--- src/rtl/game_flow_controller.sv ---
// game_flow_controller: Pong match sequencer (idle/serve/play/pause/point/over), owns scores; ports: CLOCK_25, reset, frame_tick, start_btn, pause_btn, point_p1/2 in; game_run, ball_reset, serve_dir, score_1/2, winner, state out
module game_flow_controller #(
  parameter int SCORE_W      = 3,
  parameter int WIN_SCORE    = 5,
  parameter int SERVE_FRAMES = 60,
  parameter int HOLD_FRAMES  = 90,
  parameter int CNT_W        = 8
) (
  input  logic               CLOCK_25,
  input  logic               reset,
  input  logic               frame_tick,
  input  logic               start_btn,
  input  logic               pause_btn,
  input  logic               point_p1,
  input  logic               point_p2,
  output logic               game_run,
  output logic               ball_reset,
  output logic               serve_dir,
  output logic [SCORE_W-1:0] score_1,
  output logic [SCORE_W-1:0] score_2,
  output logic [1:0]         winner,
  output logic [2:0]         state
);
  typedef enum logic [2:0] {
    IDLE   = 3'd0,
    SERVE  = 3'd1,
    PLAY   = 3'd2,
    PAUSED = 3'd3,
    POINT  = 3'd4,
    OVER   = 3'd5
  } state_t;
  localparam logic [SCORE_W-1:0] WIN     = SCORE_W'(WIN_SCORE);
  localparam logic [SCORE_W-1:0] S_ONE   = SCORE_W'(1);
  localparam logic [CNT_W-1:0]   C_ONE   = CNT_W'(1);
  localparam logic [CNT_W-1:0]   SERVE_N = CNT_W'(SERVE_FRAMES);
  localparam logic [CNT_W-1:0]   HOLD_N  = CNT_W'(HOLD_FRAMES);
  state_t             state_q, state_d;
  logic [CNT_W-1:0]   cnt_q, cnt_d, cnt_inc;
  logic [SCORE_W-1:0] s1_q, s1_d, s2_q, s2_d;
  logic [1:0]         win_q, win_d;
  logic               dir_q, dir_d, run_q, run_d, br_q, br_d;
  logic [2:0]         start_sync_q, pause_sync_q;
  logic               start_ev, pause_ev;
  // [0],[1] synchronise; [2] holds the previous synchronised level for edge detection
  assign start_ev = start_sync_q[1] & ~start_sync_q[2];
  assign pause_ev = pause_sync_q[1] & ~pause_sync_q[2];
  assign cnt_inc  = cnt_q + C_ONE;
  always_comb begin
    state_d = state_q;
    cnt_d   = cnt_q;
    s1_d    = s1_q;
    s2_d    = s2_q;
    win_d   = win_q;
    dir_d   = dir_q;
    case (state_q)
      IDLE, OVER: if (start_ev) begin
        s1_d    = '0;
        s2_d    = '0;
        win_d   = 2'b00;
        state_d = SERVE;
      end
      SERVE: if (frame_tick) begin
        cnt_d   = cnt_inc;
        state_d = cnt_inc == SERVE_N ? PLAY : SERVE;
      end
      PLAY: begin
        // a point outranks a simultaneous pause; a double point scores nobody
        if (point_p1 && point_p2) state_d = POINT;
        else if (point_p1) begin
          s1_d    = s1_q == WIN ? s1_q : s1_q + S_ONE;
          dir_d   = 1'b0;
          state_d = POINT;
        end else if (point_p2) begin
          s2_d    = s2_q == WIN ? s2_q : s2_q + S_ONE;
          dir_d   = 1'b1;
          state_d = POINT;
        end else if (pause_ev) state_d = PAUSED;
      end
      PAUSED: state_d = pause_ev ? PLAY : start_ev ? IDLE : PAUSED;
      POINT: if (frame_tick) begin
        cnt_d = cnt_inc;
        if (cnt_inc == HOLD_N) begin
          win_d   = s1_q == WIN ? 2'b01 : s2_q == WIN ? 2'b10 : 2'b00;
          state_d = (s1_q == WIN || s2_q == WIN) ? OVER : SERVE;
        end
      end
      default: state_d = IDLE;
    endcase
    if (state_d != state_q) cnt_d = '0;
    run_d = state_d == PLAY;
    br_d  = state_d == SERVE && state_q != SERVE;
  end
  always_ff @(posedge CLOCK_25 or posedge reset) begin
    if (reset) begin
      state_q      <= IDLE;
      cnt_q        <= '0;
      s1_q         <= '0;
      s2_q         <= '0;
      win_q        <= 2'b00;
      dir_q        <= 1'b0;
      run_q        <= 1'b0;
      br_q         <= 1'b0;
      start_sync_q <= '0;
      pause_sync_q <= '0;
    end else begin
      state_q      <= state_d;
      cnt_q        <= cnt_d;
      s1_q         <= s1_d;
      s2_q         <= s2_d;
      win_q        <= win_d;
      dir_q        <= dir_d;
      run_q        <= run_d;
      br_q         <= br_d;
      start_sync_q <= {start_sync_q[1:0], start_btn};
      pause_sync_q <= {pause_sync_q[1:0], pause_btn};
    end
  end
  assign game_run   = run_q;
  assign ball_reset = br_q;
  assign serve_dir  = dir_q;
  assign score_1    = s1_q;
  assign score_2    = s2_q;
  assign winner     = win_q;
  assign state      = state_q;
endmodule

--- config.mk ---
export PLATFORM = sky130hd
export DESIGN_NAME = game_flow_controller
export DESIGN_NICKNAME = d
export VERILOG_FILES = /design/src/rtl/game_flow_controller.sv
export SDC_FILE = /design/constraint.sdc
export NUM_CORES = 1
export LEC_CHECK = 0
export ABC_AREA = 1
export CAP_MARGIN = 20
export CORE_ASPECT_RATIO = 0.75
export CORE_MARGIN = 4
export CORE_UTILIZATION = 25
export DETAILED_ROUTE_END_ITERATION = 10
export GPL_TIMING_DRIVEN = 0
export HOLD_SLACK_MARGIN = 0.1
export SYNTH_ARGS = -nofsm -noshare
export SYNTH_HDL_FRONTEND = slang
export SYNTH_SLANG_ARGS = --single-unit
--- constraint.sdc ---
create_clock -name CLOCK_25 -period 4.4 [get_ports CLOCK_25]
set_input_delay 1.32 -clock CLOCK_25 [delete_from_list [all_inputs] [get_ports CLOCK_25]]
set_output_delay 1.32 -clock CLOCK_25 [all_outputs]
set_load 0.03 [all_outputs]
==> results.cfg, run 1 <==
[critical_path]
path_class = in -> reg
timing.rr.end = cnt_q[5]
rr_worst_depth = 11
r2r-start = cnt_q[0]
end_kind = flip-flop
cp_data_arrival_time_ns = 3.19
cp_max_fo = 8
regToRegSetupSlack_ns = 2.37
cp.required_ns = 4.59
start_kind = input port

[logic_synthesis]
synthFlopType = dfrtp_1
yosys_register_bits = 28
synth_fa_ha_area_share_pct = 5.04
synth_top_family_by_area = simple AND/OR/NAND/NOR gates
yosys_warnings = 0
ys_seq_area_share_pct = 40.3
syn_area_mm2 = 0.00174
synth_compound_area_share_pct = 9.86
yosys.cell_types.count = 31
synth_simple_gate_area_share_pct = 37.6
synth_area_per_cell_um2 = 8.44
synthArstFlopShare_pct = 100
synthesis.instances = 206
syn-num-nets = 220
synth_xor_area_share_pct = 0.504
synth_edf_count = 0
synth_mux_area_share_pct = 0

[flow_run]
cap_violations = 0

[layout]
fin_util_pct = 30.9
fin_cells = 314
area_delta_synth_final_pct = 20.8
layout_common_cells = nand2_1, dfrtp_1, inv_1
diodes = 0
design_area_mm2 = 0.00210
final_common_cell = nand2_1
nets = 246
layout-drive-gt1-share_pct = 20.4

[min_path]
hp-class = reg -> reg
hold_depth = 0
min_from = start_sync_q[0]
min_to = start_sync_q[1]

[global_route]
grt_pass1_vias = 1303
antenna_found_initial = 0
grt_max_degree = 17
grt_pass1_wl_mm = 6.38
grt_overflow_total = 0
track_usage_pct = 9.28

[clock_tree]
cts-hold-fix-buffers = 0
cts_buffer_depth = 2
root_buffer = clkbuf_8
numCtsBuffers = 3
clk-insertion-delay-late_ns = 0.27
clkTransAtPathRegs_ns = 0.08
cts-resized-gates = 0
post_cts.repair.setup_buffers = 0
clock_sinks = 28
cts_tree = built
htreeDepth = 1

[routing]
drtPass1Iterations = 4
drc = 0
antenna_left = 0
vias = 1364
routed_wl_mm = 3.45
wl_per_cell_um = 11.0
drt_iter0_markers = 43
viasPerCell = 4.34

[timing]
period_share_pct = 68.0
period_needed_ns = 2.99
setup_viol = 0
slew_viol_final = 0
rsz0062_at_grt = false
worst_slew_pin_slew_ns = 0.644
hold_viol_final = 0
fin_skew_ns = 0.0108
fin_tns_setup_ns = 0
relSlewSlack_pct = 57.0
setup_ws_ns = 1.41
fmax_mhz = 334

[outcome]
status = finished, final reports clean

[floorplanning]
die_x_um = 104
die_y_um = 80.2
row_count = 26
ios = 21
die_area_mm2 = 0.00837
start_util_pct = 25.6
coreArea_mm2 = 0.00680

[place]
place_congestion = 0.867
post-place-cells = 311
dp_hpwl_mm = 2.75
numPortBuffers = 20
placed_area_mm2 = 0.00206
dp_slack_ns = 1.13

[power]
vdd_drop_max_uv = 135
power_density_mw_per_mm2 = 541
leakagePower_uw = 0.000930
## metrics by stage
stage / power (uW) / hold WS (ns)
floorplan: 859 / 0.331
global placement: 996 / 0.337
detailed placement: 1010 / 0.336
CTS: 1150 / 0.357
global route: 1250 / 0.371
finish: 1140 / 0.354
## worst max-delay path, cell delays in order
cell and delay, ns:
clkdlybuf4s50_1 0.57, ha_1 0.20, nor3_1 0.06, nand2_1 0.14, o21ai_1 0.09, a21oi_1 0.27
nand3_2 0.15, nand2_2 0.10, nand2_4 0.11, nor3_2 0.17
## worst max-delay path by stage
stage / start / to / slack (ns) / depth (start not counted)
6_report: point_p1 / cnt_q[7] / 1.41 / 10
5_1_grt: point_p1 / cnt_q[6] / 1.22 / 10
4_1_cts: point_p1 / cnt_q[5] / 1.43 / 10
3_5_place_dp: point_p1 / cnt_q[2] / 1.13 / 10
3_3_place_gp: point_p1 / cnt_q[5] / 1.20 / 9
2_1_floorplan: point_p1 / cnt_q[0] / 1.91 / 8
## synth_stat cells, types with 2 or more instances
cell type,n,area share (%)
nand3_1,8,2.3
nor3_4,2,1.9
a31oi_1,2,0.72
nor3_1,2,0.58
ha_1,7,5.0
nor2_1,10,2.2
nor2_2,6,2.2
o21ai_1,6,1.7
nand4_1,8,2.9
nand3_2,5,2.9
nand2_1,42,9.1
or2_2,4,1.4
o21ai_0,13,3.7
a21oi_1,5,1.4
o21a_1,2,0.86
dfrtp_1,28,40
nor3_2,8,4.6
nand2_2,7,2.5
inv_1,26,5.6
inv_2,4,0.86
## routing by layer
layer  global-route usage [%]  share of wire, %
met5                        0                 0
met3                     2.41               3.7
met2                     13.1                40
met4                     2.39              0.84
met1                     13.8                56
## report_power, final
part | total [uW] | switching, uW | internal, uW
sequential | 411 | 84.1 | 327
combinational | 588 | 356 | 232
clock | 138 | 76.6 | 61.4
## logic make-up after synthesis
group / Yosys count
fa+ha+maj: 7
buf+inv: 31
xor+xnor: 1
compound gates: 31
simple gates: 108
flops: 28
## state kept, by name (all words and copies together), names as in the netlist
register	count
ball_reset	1
start_sync_q	3
state	3
score_1	3
pause_sync_q	3
score_2	3
winner	2
serve_dir	1
game_run	1
cnt_q	8
## final cells by class
type	instances	area (um2)
sequential	28	701
clock buffer	3	41.3
timing repair buffer	21	215
buffer	1	5.00
inverter	30	113
tap	84	105
fill	699	4700
multi-input combinational	147	921
Note: power is estimated with default switching activity, not from simulation.
==> inputs of run 2 (changes only) <==
==> constraint.sdc (replaced) <==
create_clock -name CLOCK_25 -period 2.85 [get_ports CLOCK_25]
set_input_delay 0.855 -clock CLOCK_25 [delete_from_list [all_inputs] [get_ports CLOCK_25]]
set_output_delay 0.855 -clock CLOCK_25 [all_outputs]
set_load 0.03 [all_outputs]
==> results of run 2 <==
The final DEF is identical to that of run 1. Status: finished, final reports clean.
Main changes from that run: setup slack after placement 1.13 ns -> 0.0498 ns; setup slack after layout 1.41 ns -> 0.321 ns; register-to-register setup slack 2.37 ns -> 0.82 ns; total power 1140 uW -> 1750 uW; worst IR drop on VDD 135 uV -> 208 uV
==> inputs of run 3 (changes only) <==
--- a/config.mk
+++ b/config.mk
@@ -6,6 +6,7 @@
 export NUM_CORES = 1
 export LEC_CHECK = 0
 export ABC_AREA = 1
+export ABC_CLOCK_PERIOD_IN_PS = 2850
 export CAP_MARGIN = 20
 export CORE_ASPECT_RATIO = 0.75
 export CORE_MARGIN = 4
==> results of run 3 <==
The final DEF is identical to that of run 1. Status: finished, final reports clean.
Main changes from that run: setup slack after placement 1.13 ns -> 0.0498 ns; setup slack after layout 1.41 ns -> 0.321 ns; register-to-register setup slack 2.37 ns -> 0.82 ns; total power 1140 uW -> 1750 uW; worst IR drop on VDD 135 uV -> 208 uV
